**src/rtl/if_id_stage_if.sv**
```systemverilog
// Fetch-to-decode bus: raw fetch inputs, the two-byte hint back to fetch, and the IF/ID slot.
// master drives fetch-side signals; slave is the pipeline register.
interface if_id_stage_if;
   logic [7:0] instruction;
   logic [7:0] immediate;
   logic [7:0] pc;
   logic       f_stall;
   logic       branch_taken;
   logic       intr_active;
   logic       immediate_enabled;
   logic       id_valid;
   logic [7:0] id_instruction;
   logic [7:0] id_immediate;
   logic [7:0] id_pc;
   logic [7:0] id_pc_next;

   modport master (
      output instruction, immediate, pc, f_stall, branch_taken, intr_active,
      input  immediate_enabled, id_valid, id_instruction, id_immediate, id_pc, id_pc_next
   );

   modport slave (
      input  instruction, immediate, pc, f_stall, branch_taken, intr_active,
      output immediate_enabled, id_valid, id_instruction, id_immediate, id_pc, id_pc_next
   );
endinterface

```
**src/rtl/if_id_stage.sv**
```systemverilog
// IF/ID pipeline register with stall, branch flush and interrupt-entry injection.
// One synthetic interrupt instruction carries the return PC, then bubbles until the request drops.
module if_id_stage #(
   parameter logic [3:0] IMM_OPCODE = 4'hC,
   parameter logic [7:0] NOP_INSTR  = 8'h00,
   parameter logic [7:0] INTR_INSTR = 8'hF8
) (
   input logic          clk,
   input logic          reset,
   if_id_stage_if.slave bus
);
   typedef enum logic [1:0] {StRun, StInj, StWait} state_e;

   state_e     state_q, state_d;
   logic       valid_q, valid_d;
   logic [7:0] instr_q, instr_d;
   logic [7:0] imm_q, imm_d;
   logic [7:0] pc_q, pc_d;
   logic [7:0] pc_next_q, pc_next_d;
   logic       two_byte;

   assign two_byte = (bus.instruction[7:4] == IMM_OPCODE);

   // Interrupt sequencing advances regardless of flush or stall.
   always_comb begin
      state_d = state_q;
      unique case (state_q)
         StRun:         if (bus.intr_active) state_d = StInj;
         StInj, StWait: state_d = bus.intr_active ? StWait : StRun;
         default:       state_d = StRun;
      endcase
   end

   always_comb begin
      valid_d   = valid_q;
      instr_d   = instr_q;
      imm_d     = imm_q;
      pc_d      = pc_q;
      pc_next_d = pc_next_q;
      if (bus.branch_taken || state_q != StRun) begin
         // Bubble: PC fields keep their last values.
         valid_d = 1'b0;
         instr_d = NOP_INSTR;
         imm_d   = 8'h00;
      end else if (bus.intr_active) begin
         valid_d   = 1'b1;
         instr_d   = INTR_INSTR;
         imm_d     = 8'h00;
         pc_d      = bus.pc;
         pc_next_d = bus.pc;
      end else if (!bus.f_stall) begin
         valid_d   = 1'b1;
         instr_d   = bus.instruction;
         imm_d     = two_byte ? bus.immediate : 8'h00;
         pc_d      = bus.pc;
         pc_next_d = bus.pc + (two_byte ? 8'd2 : 8'd1);
      end
   end

   always_ff @(posedge clk) begin
      if (reset) begin
         state_q   <= StRun;
         valid_q   <= 1'b0;
         instr_q   <= NOP_INSTR;
         imm_q     <= 8'h00;
         pc_q      <= 8'h00;
         pc_next_q <= 8'h00;
      end else begin
         state_q   <= state_d;
         valid_q   <= valid_d;
         instr_q   <= instr_d;
         imm_q     <= imm_d;
         pc_q      <= pc_d;
         pc_next_q <= pc_next_d;
      end
   end

   assign bus.immediate_enabled = two_byte;
   assign bus.id_valid          = valid_q;
   assign bus.id_instruction    = instr_q;
   assign bus.id_immediate      = imm_q;
   assign bus.id_pc             = pc_q;
   assign bus.id_pc_next        = pc_next_q;
endmodule
```
**src/flat_wrapper.sv**
```systemverilog
// flat-port wrapper written by rule: the top's interface ports become plain ports
module if_id_stage_flat 
#(
   parameter logic [3:0] IMM_OPCODE = 4'hC,
   parameter logic [7:0] NOP_INSTR  = 8'h00,
   parameter logic [7:0] INTR_INSTR = 8'hF8
)
  (clk, reset, bus_instruction, bus_immediate, bus_pc, bus_f_stall, bus_branch_taken, bus_intr_active, bus_immediate_enabled, bus_id_valid, bus_id_instruction, bus_id_immediate, bus_id_pc, bus_id_pc_next);
  if_id_stage_if bus_i ();
  input logic clk;
  input logic reset;
  input wire logic [$bits(bus_i.instruction)-1:0] bus_instruction;
  input wire logic [$bits(bus_i.immediate)-1:0] bus_immediate;
  input wire logic [$bits(bus_i.pc)-1:0] bus_pc;
  input wire logic [$bits(bus_i.f_stall)-1:0] bus_f_stall;
  input wire logic [$bits(bus_i.branch_taken)-1:0] bus_branch_taken;
  input wire logic [$bits(bus_i.intr_active)-1:0] bus_intr_active;
  output wire logic [$bits(bus_i.immediate_enabled)-1:0] bus_immediate_enabled;
  output wire logic [$bits(bus_i.id_valid)-1:0] bus_id_valid;
  output wire logic [$bits(bus_i.id_instruction)-1:0] bus_id_instruction;
  output wire logic [$bits(bus_i.id_immediate)-1:0] bus_id_immediate;
  output wire logic [$bits(bus_i.id_pc)-1:0] bus_id_pc;
  output wire logic [$bits(bus_i.id_pc_next)-1:0] bus_id_pc_next;
  assign bus_i.instruction = bus_instruction;
  assign bus_i.immediate = bus_immediate;
  assign bus_i.pc = bus_pc;
  assign bus_i.f_stall = bus_f_stall;
  assign bus_i.branch_taken = bus_branch_taken;
  assign bus_i.intr_active = bus_intr_active;
  assign bus_immediate_enabled = bus_i.immediate_enabled;
  assign bus_id_valid = bus_i.id_valid;
  assign bus_id_instruction = bus_i.id_instruction;
  assign bus_id_immediate = bus_i.id_immediate;
  assign bus_id_pc = bus_i.id_pc;
  assign bus_id_pc_next = bus_i.id_pc_next;
  if_id_stage #(.IMM_OPCODE(IMM_OPCODE), .NOP_INSTR(NOP_INSTR), .INTR_INSTR(INTR_INSTR)) u_core (.clk(clk), .reset(reset), .bus(bus_i));
endmodule
```
**config.mk**
```make
export PLATFORM = sky130hd
export DESIGN_NAME = if_id_stage_flat
export DESIGN_NICKNAME = d
export VERILOG_FILES = /design/src/rtl/if_id_stage_if.sv /design/src/rtl/if_id_stage.sv /design/src/flat_wrapper.sv
export SDC_FILE = /design/constraint.sdc
export NUM_CORES = 1
export LEC_CHECK = 0
export ABC_CLOCK_PERIOD_IN_PS = 6100
export BUFFER_PORTS_ARGS = -buffer_cell sky130_fd_sc_hd__buf_2
export CAP_MARGIN = 20
export CORE_MARGIN = 2
export CORE_UTILIZATION = 51
export DETAILED_ROUTE_END_ITERATION = 7
export PLACE_DENSITY_LB_ADDON = 0.3
export SLEW_MARGIN = 20
export SYNTH_ARGS = -nofsm -noshare
export SYNTH_HDL_FRONTEND = slang
export SYNTH_SLANG_ARGS = --single-unit
```
**constraint.sdc**
```tcl
create_clock -name clk -period 6.1 [get_ports clk]
set_input_delay 1.83 -clock clk [delete_from_list [all_inputs] [get_ports clk]]
set_output_delay 1.83 -clock clk [all_outputs]
set_load 0.01 [all_outputs]
```
==> metrics.cfg, run 1 <==
[power_and_ir_drop]
power.internal_mw = 0.325
p_sw_mw = 0.133
power_frac_clock_pct = 25.1
p_per_area_nw_per_um2 = 244
vdd_drop_max_mv = 0.142
seqPwrFrac_pct = 55.0
leakage_nw = 0.862
pwr-share-comb_pct = 19.9
power.share.switching_pct = 29.1

[timing]
period_needed_ns = 4.65
maxSlewHeadroom_pct = 61.3
clock_skew_ns = 0.00533
grt_setup_unrepaired = false
finalHoldViolCount = 0
slew_violations = 0
setup_viol = 0
fmax_mhz = 215
worstMarginPinSlew_ns = 0.580
post-route-period-util_pct = 76.2
fin_tns_setup_ns = 0

[routing]
drtAntennaViolNets = 0
postRouteWirelength_um = 3260
vias = 1407
first_pass_iters = 4
drt_iter0_drc = 55
vias_per_cell = 5.29
wl_per_cell_um = 12.3
drc = 0

[grt]
grtUsageTotal_pct = 19.7
grt_max_degree = 27
grt_pass1_wl_um = 5300
overflow = 0
grt_antenna_before_repair = 0
grt_pass1_vias = 1228

[cts]
cts_tree = done
cts_buffers = 5
clock-root-buffer = clkbuf_4
post-cts-setup-buffers = 0
clockBufferDepth = 2
cts_resized = 0
clkLatencyLatePin_ns = 0.32
clk_pin_slew_ns = 0.09
cts.htree.levels = 2
numClockSinks = 35
postCtsHoldBufs = 0

[synth]
synth-seq-cells = 35
ys_seq_area_share_pct = 45.1
syn_area_um2 = 1560
synth-edff-count = 0
synth_top_flop_cell = dfxtp_1
synthCells = 177
postSynth.asyncResetShare_pct = 0
yosys_warnings = 0
synth_nets = 210
syn_area_per_cell_um2 = 8.79
ys_types = 35

[worst_hold_path]
min_path_type = reg2reg

[outcome]
outcome = finished, final reports clean

[critical_path]
cp-end-kind = output port
reg2reg_slack_ns = 4.25
path_class = in2out
cp-start-kind = input pin
cp_data_required_time_ns = 4.27
cp_max_fo = 17
worstPathArrival_ns = 2.82

[die]
design.core.area_um2 = 2980
die-area_um2 = 3510
die_w_um = 59.2
die_y_um = 59.2
start_util_pct = 52.2
io_pins = 63
fp-row-count = 20

[layout]
drive_gt1_share_pct = 31.3
multi_input_area_um2 = 751
antenna_cells = 0
final_area_um2 = 1880
nets = 265
final_util_pct = 63.1
regArea_um2 = 701
fill_cells = 276
area.growth.synth_to_final_pct = 20.8

[placed_design]
routabilityCongestion = 0.737
hpwl_um = 2390
detailed_place.area_um2 = 1830
io_buffers = 62

[run]
max_cap_violations = 0

## critical path, cell delays in order
cell      delay (ns)
buf_2           0.11
and4bb_1        0.64
buf_2           0.24
## worst paths after layout
path,start,endpoint,cells past startpoint
min,u_core.bus.id_pc[4]$_SDFFE_PP0P_,u_core.bus.id_pc[4]$_SDFFE_PP0P_,2
max reg2reg,u_core.state_q[0]$_SDFFE_PP0P_,u_core.bus.id_pc_next[2]$_SDFFE_PP0P_,6
min reg2reg,u_core.bus.id_pc[4]$_SDFFE_PP0P_,u_core.bus.id_pc[4]$_SDFFE_PP0P_,2
max,bus_instruction[4],bus_immediate_enabled,3
## Yosys cell counts (2+ instances only)
master	number	area share [%]
o21ai_0	2	0.64
buf_6	3	2.2
inv_1	3	0.72
a211oi_1	10	4.8
a21oi_1	17	5.5
nand2_1	28	6.8
a31oi_1	3	1.2
nor2b_1	2	0.80
or3_1	2	0.80
nand3_1	9	2.9
ha_1	4	3.2
dfxtp_1	35	45
mux2i_1	9	5.8
clkbuf_1	8	1.9
nor2_1	16	3.9
o211ai_1	2	0.97
buf_2	2	0.64
buf_4	2	0.97
xor2_1	4	2.3
## power by group through the flow
stage / Sequential, mW / Clock (mW) / Combinational [mW]
4_1_cts: 0.252 / 0.119 / 0.0922
2_1_floorplan: 0.264 / 0 / 0.0564
3_3_place_gp: 0.257 / 0 / 0.0902
3_5_place_dp: 0.257 / 0 / 0.0919
5_1_grt: 0.254 / 0.131 / 0.103
6_report: 0.252 / 0.115 / 0.0910
## area by class of cell
| class | instances | share of cell area [%] |
|---|---|---|
| clock buffer | 5 | 2.00 |
| clock inverter | 3 | 0.799 |
| inverter | 4 | 0.799 |
| multi-input combinational | 123 | 40.0 |
| sequential | 35 | 37.3 |
| tap | 33 | 2.20 |
| timing repair buffer | 63 | 16.9 |
## state kept, by name, indices dropped and copies added, names as in the netlist
signal	flops
u_core.bus.id_valid	1
u_core.state_q	2
u_core.bus.id_instruction	8
u_core.bus.id_pc_next	8
u_core.bus.id_pc	8
u_core.bus.id_immediate	8
## cell usage in the layout (no fill, tap or decap), types with 2 or more instances in the layout
cell	count
o211ai_1	2
nor2_1	16
nand2_1	28
a211oi_1	10
xor2_1	4
dfxtp_1	35
ha_1	4
a31oi_1	3
buf_2	62
a21oi_1	17
clkinv_2	3
nor2b_1	2
o21ai_0	2
mux2i_1	9
or3_1	2
clkbuf_4	5
inv_1	3
nand3_1	9
## metrics by stage
step | setup WS (ns) | power, mW | hold slack [ns] | std cells
final | 1.45 | 0.458 | 0.460 | 266
after global routing | 1.42 | 0.489 | 0.475 | 266
after CTS | 1.46 | 0.464 | 0.461 | 266
after detailed placement | 1.46 | 0.349 | 0.446 | 258
after global placement | 1.46 | 0.347 | 0.440 | 258
after floorplan | 1.74 | 0.320 | 0.481 | 177
## routing by layer
metal	part of all wire, %	GRT usage [%]	vias to the layer above
met2	49	30.8	32
met5	0	0	-
met4	1.2	5.84	0
met1	46	26.0	651
met3	4.2	6.55	4
li1	-	-	720
## cells by family after synthesis
kind of cell / synth area share, %
flip-flops: 45.1
buffers and inverters: 6.68
AND/OR/NAND/NOR: 20.2
AO/OA/AOI/OAI: 16.3
multiplexers: 5.79
adder cells (fa/ha/maj): 3.22
XOR/XNOR: 2.82
Power figures use the tool's default switching activity.
==> run 2, diff against run 1 <==
- ABC_CLOCK_PERIOD_IN_PS: 6100 -> 4800
- CORE_UTILIZATION: 51 -> 47
- clock period: 6.1 -> 4.8 ns (I/O delays scaled with it)
==> run 2 against run 1 <==
Cell area is 1.1% higher. Setup slack worse by 0.28 ns. Clock skew is 0.0047 ns higher. Combinational power is 26% higher. Via count is 0.85% lower. Count of clock-buffer cells in the layout stayed put. Critical endpoint unchanged. Sequential power is 27% higher. Total power is 28% higher. Die area is 7.9% higher. Routed wire length is 2.1% higher.
==> metrics.cfg, run 2 (synthesis gave the netlist of run 1 again) <==
[outcome]
outcome = finished, final reports clean  ; unchanged

[die]
die_w_um = 61.5  ; was 59.2 um
fp-row-count = 20  ; unchanged
start_util_pct = 50.1  ; was 52.2%
die-area_um2 = 3790  ; was 3510 um^2
io_pins = 63  ; unchanged
design.core.area_um2 = 3100  ; was 2980 um^2
die_y_um = 61.5  ; was 59.2 um

[routing]
wl_per_cell_um = 12.0  ; was 12.3 um
first_pass_iters = 4  ; unchanged
drtAntennaViolNets = 0  ; unchanged
drt_iter0_drc = 47  ; was 55
vias = 1395  ; was 1407
drc = 0  ; unchanged
vias_per_cell = 5.02  ; was 5.29
postRouteWirelength_um = 3330  ; was 3260 um

[critical_path]
reg2reg_slack_ns = 2.97  ; was 4.25 ns
path_cells = buf_2, and4bb_1, buf_4, buf_2  ; was buf_2, and4bb_1, buf_2
cp_slowest_cell = and4bb_1  ; unchanged
cp_data_required_time_ns = 3.36  ; was 4.27 ns
worstPathArrival_ns = 2.19  ; was 2.82 ns
worstReg2RegStart = u_core.state_q[0]$_SDFFE_PP0P_  ; unchanged
worstReg2RegEnd = u_core.bus.id_pc_next[2]$_SDFFE_PP0P_  ; unchanged
cp-end-kind = output port  ; unchanged
path_class = in2out  ; unchanged
cpMostUsedCell = buf_2  ; unchanged
slowest_delay_ns = 0.26  ; was 0.64 ns
cp-start-kind = input pin  ; unchanged
cp_max_fo = 17  ; unchanged
ff2ff_path_depth = 6  ; unchanged

[power_and_ir_drop]
p_sw_mw = 0.173  ; was 0.133 mW
power.internal_mw = 0.413  ; was 0.325 mW
p_per_area_nw_per_um2 = 309  ; was 244 nW/um^2
leakage_nw = 0.867  ; was 0.862 nW
power.share.switching_pct = 29.6  ; was 29.1%
seqPwrFrac_pct = 54.6  ; was 55.0%
pwr-share-comb_pct = 19.7  ; was 19.9%
vdd_drop_max_mv = 0.190  ; was 0.142 mV
power_mw = 0.587  ; was 0.458 mW
power_frac_clock_pct = 25.7  ; was 25.1%

[layout]
drive_gt1_share_pct = 31.6  ; was 31.3%
layout_commonest_cell = buf_2  ; unchanged
area.growth.synth_to_final_pct = 22.1  ; was 20.8%
antenna_cells = 0  ; unchanged
multi_input_area_um2 = 751  ; unchanged
fill_cells = 303  ; was 276
final_cell_mix = 62 x buf_2, 35 x dfxtp_1, 28 x nand2_1  ; unchanged
regArea_um2 = 701  ; unchanged
nets = 266  ; was 265

[grt]
grt_pass1_vias = 1185  ; was 1228
overflow = 0  ; unchanged
grt_max_degree = 27  ; unchanged
grt_pass1_wl_um = 5130  ; was 5300 um
grtUsageTotal_pct = 18.2  ; was 19.7%
grt_antenna_before_repair = 0  ; unchanged

[cts]
post-cts-setup-buffers = 0  ; unchanged
cts_buffers = 5  ; unchanged
numClockSinks = 35  ; unchanged
cts_tree = done  ; unchanged
cts.htree.levels = 2  ; unchanged
clockBufferDepth = 2  ; unchanged
clkLatencyLatePin_ns = 0.33  ; was 0.32 ns
clk_pin_slew_ns = 0.10  ; was 0.09 ns
clock-root-buffer = clkbuf_4  ; unchanged
cts_resized = 0  ; unchanged
postCtsHoldBufs = 0  ; unchanged

[timing]
worstMarginPinSlew_ns = 0.458  ; was 0.580 ns
setup_viol = 0  ; unchanged
fmax_mhz = 276
fin_tns_setup_ns = 0  ; unchanged
grt_setup_unrepaired = false  ; unchanged
slew_violations = 0  ; unchanged
period_needed_ns = 3.63
post-route-period-util_pct = 75.6
finalHoldViolCount = 0  ; unchanged
setup_ws_ns = 1.17  ; was 1.45 ns
clock_skew_ns = 0.00999  ; was 0.00533 ns
maxSlewHeadroom_pct = 69.5  ; was 61.3%

[placed_design]
io_buffers = 62  ; unchanged
hpwl_um = 2390  ; about the same
routabilityCongestion = 0.771  ; was 0.737
place_ws_ns = 1.17  ; was 1.46 ns

[worst_hold_path]
holdPathEnd = u_core.bus.id_pc[0]$_SDFFE_PP0P_  ; was u_core.bus.id_pc[4]$_SDFFE_PP0P_
min_path_type = reg2reg  ; unchanged
holdPathStages = 2  ; unchanged
hp-start = u_core.bus.id_pc[0]$_SDFFE_PP0P_  ; was u_core.bus.id_pc[4]$_SDFFE_PP0P_

[run]
max_cap_violations = 0  ; unchanged

==> run 2: cell count changes in the layout (fill, tap and decap cells not counted) <==
cell and change:
buf_4 +1
==> run 2: critical path: cells and delay by family <==
kind / cells / cell delay (ns)
buffers and inverters: 3 / 0.47
AND/OR/NAND/NOR: 1 / 0.26
==> run 2: cell type report <==
class,instances,area share (%)
clock inverters,3,0.791
inverters,4,0.791
repair buffers,64,17.1
clock buffers,5,1.98
multi-input cells,123,39.5
well taps,44,2.90
flip-flops and latches,35,36.9
==> run 2: metrics by stage <==
step | instance area (um^2) | hold slack (ns) | util [%] | cells
global route | 1900 | 0.482 | 61.2 | 278
floorplan | 1560 | 0.481 | - | 177
CTS | 1900 | 0.463 | 61.2 | 278
global placement | 1850 | 0.442 | 59.5 | 270
detailed placement | 1850 | 0.447 | 59.5 | 270
finish | 1900 | 0.460 | 61.2 | 278
==> run 2: power by group through the flow <==
stage          Sequential (mW)  Combinational, mW  Clock (mW)
2_1_floorplan            0.335             0.0717           0
3_3_place_gp             0.327              0.115           0
3_5_place_dp             0.327              0.117           0
4_1_cts                  0.321              0.117       0.155
5_1_grt                  0.322              0.131       0.171
6_report                 0.320              0.115       0.151
==> run 2: how the worst max path moves through the flow <==
stage / startpoint / endpoint / slack (ns) / cells past startpoint
after global routing: bus_instruction[4] / bus_immediate_enabled / 1.15 / 4
after global placement: bus_instruction[4] / bus_immediate_enabled / 1.18 / 4
after detailed placement: bus_instruction[4] / bus_immediate_enabled / 1.17 / 4
after floorplan: bus_instruction[4] / bus_immediate_enabled / 1.22 / 3
after CTS: bus_instruction[4] / bus_immediate_enabled / 1.17 / 4
final: bus_instruction[4] / bus_immediate_enabled / 1.17 / 4
==> run 2: metal layers <==
layer  global-route usage [%]  part of all wire, %
met3                     6.72                  5.1
met1                     23.6                   47
met5                        0                    0
met4                     5.78                 0.69
met2                     28.3                   47
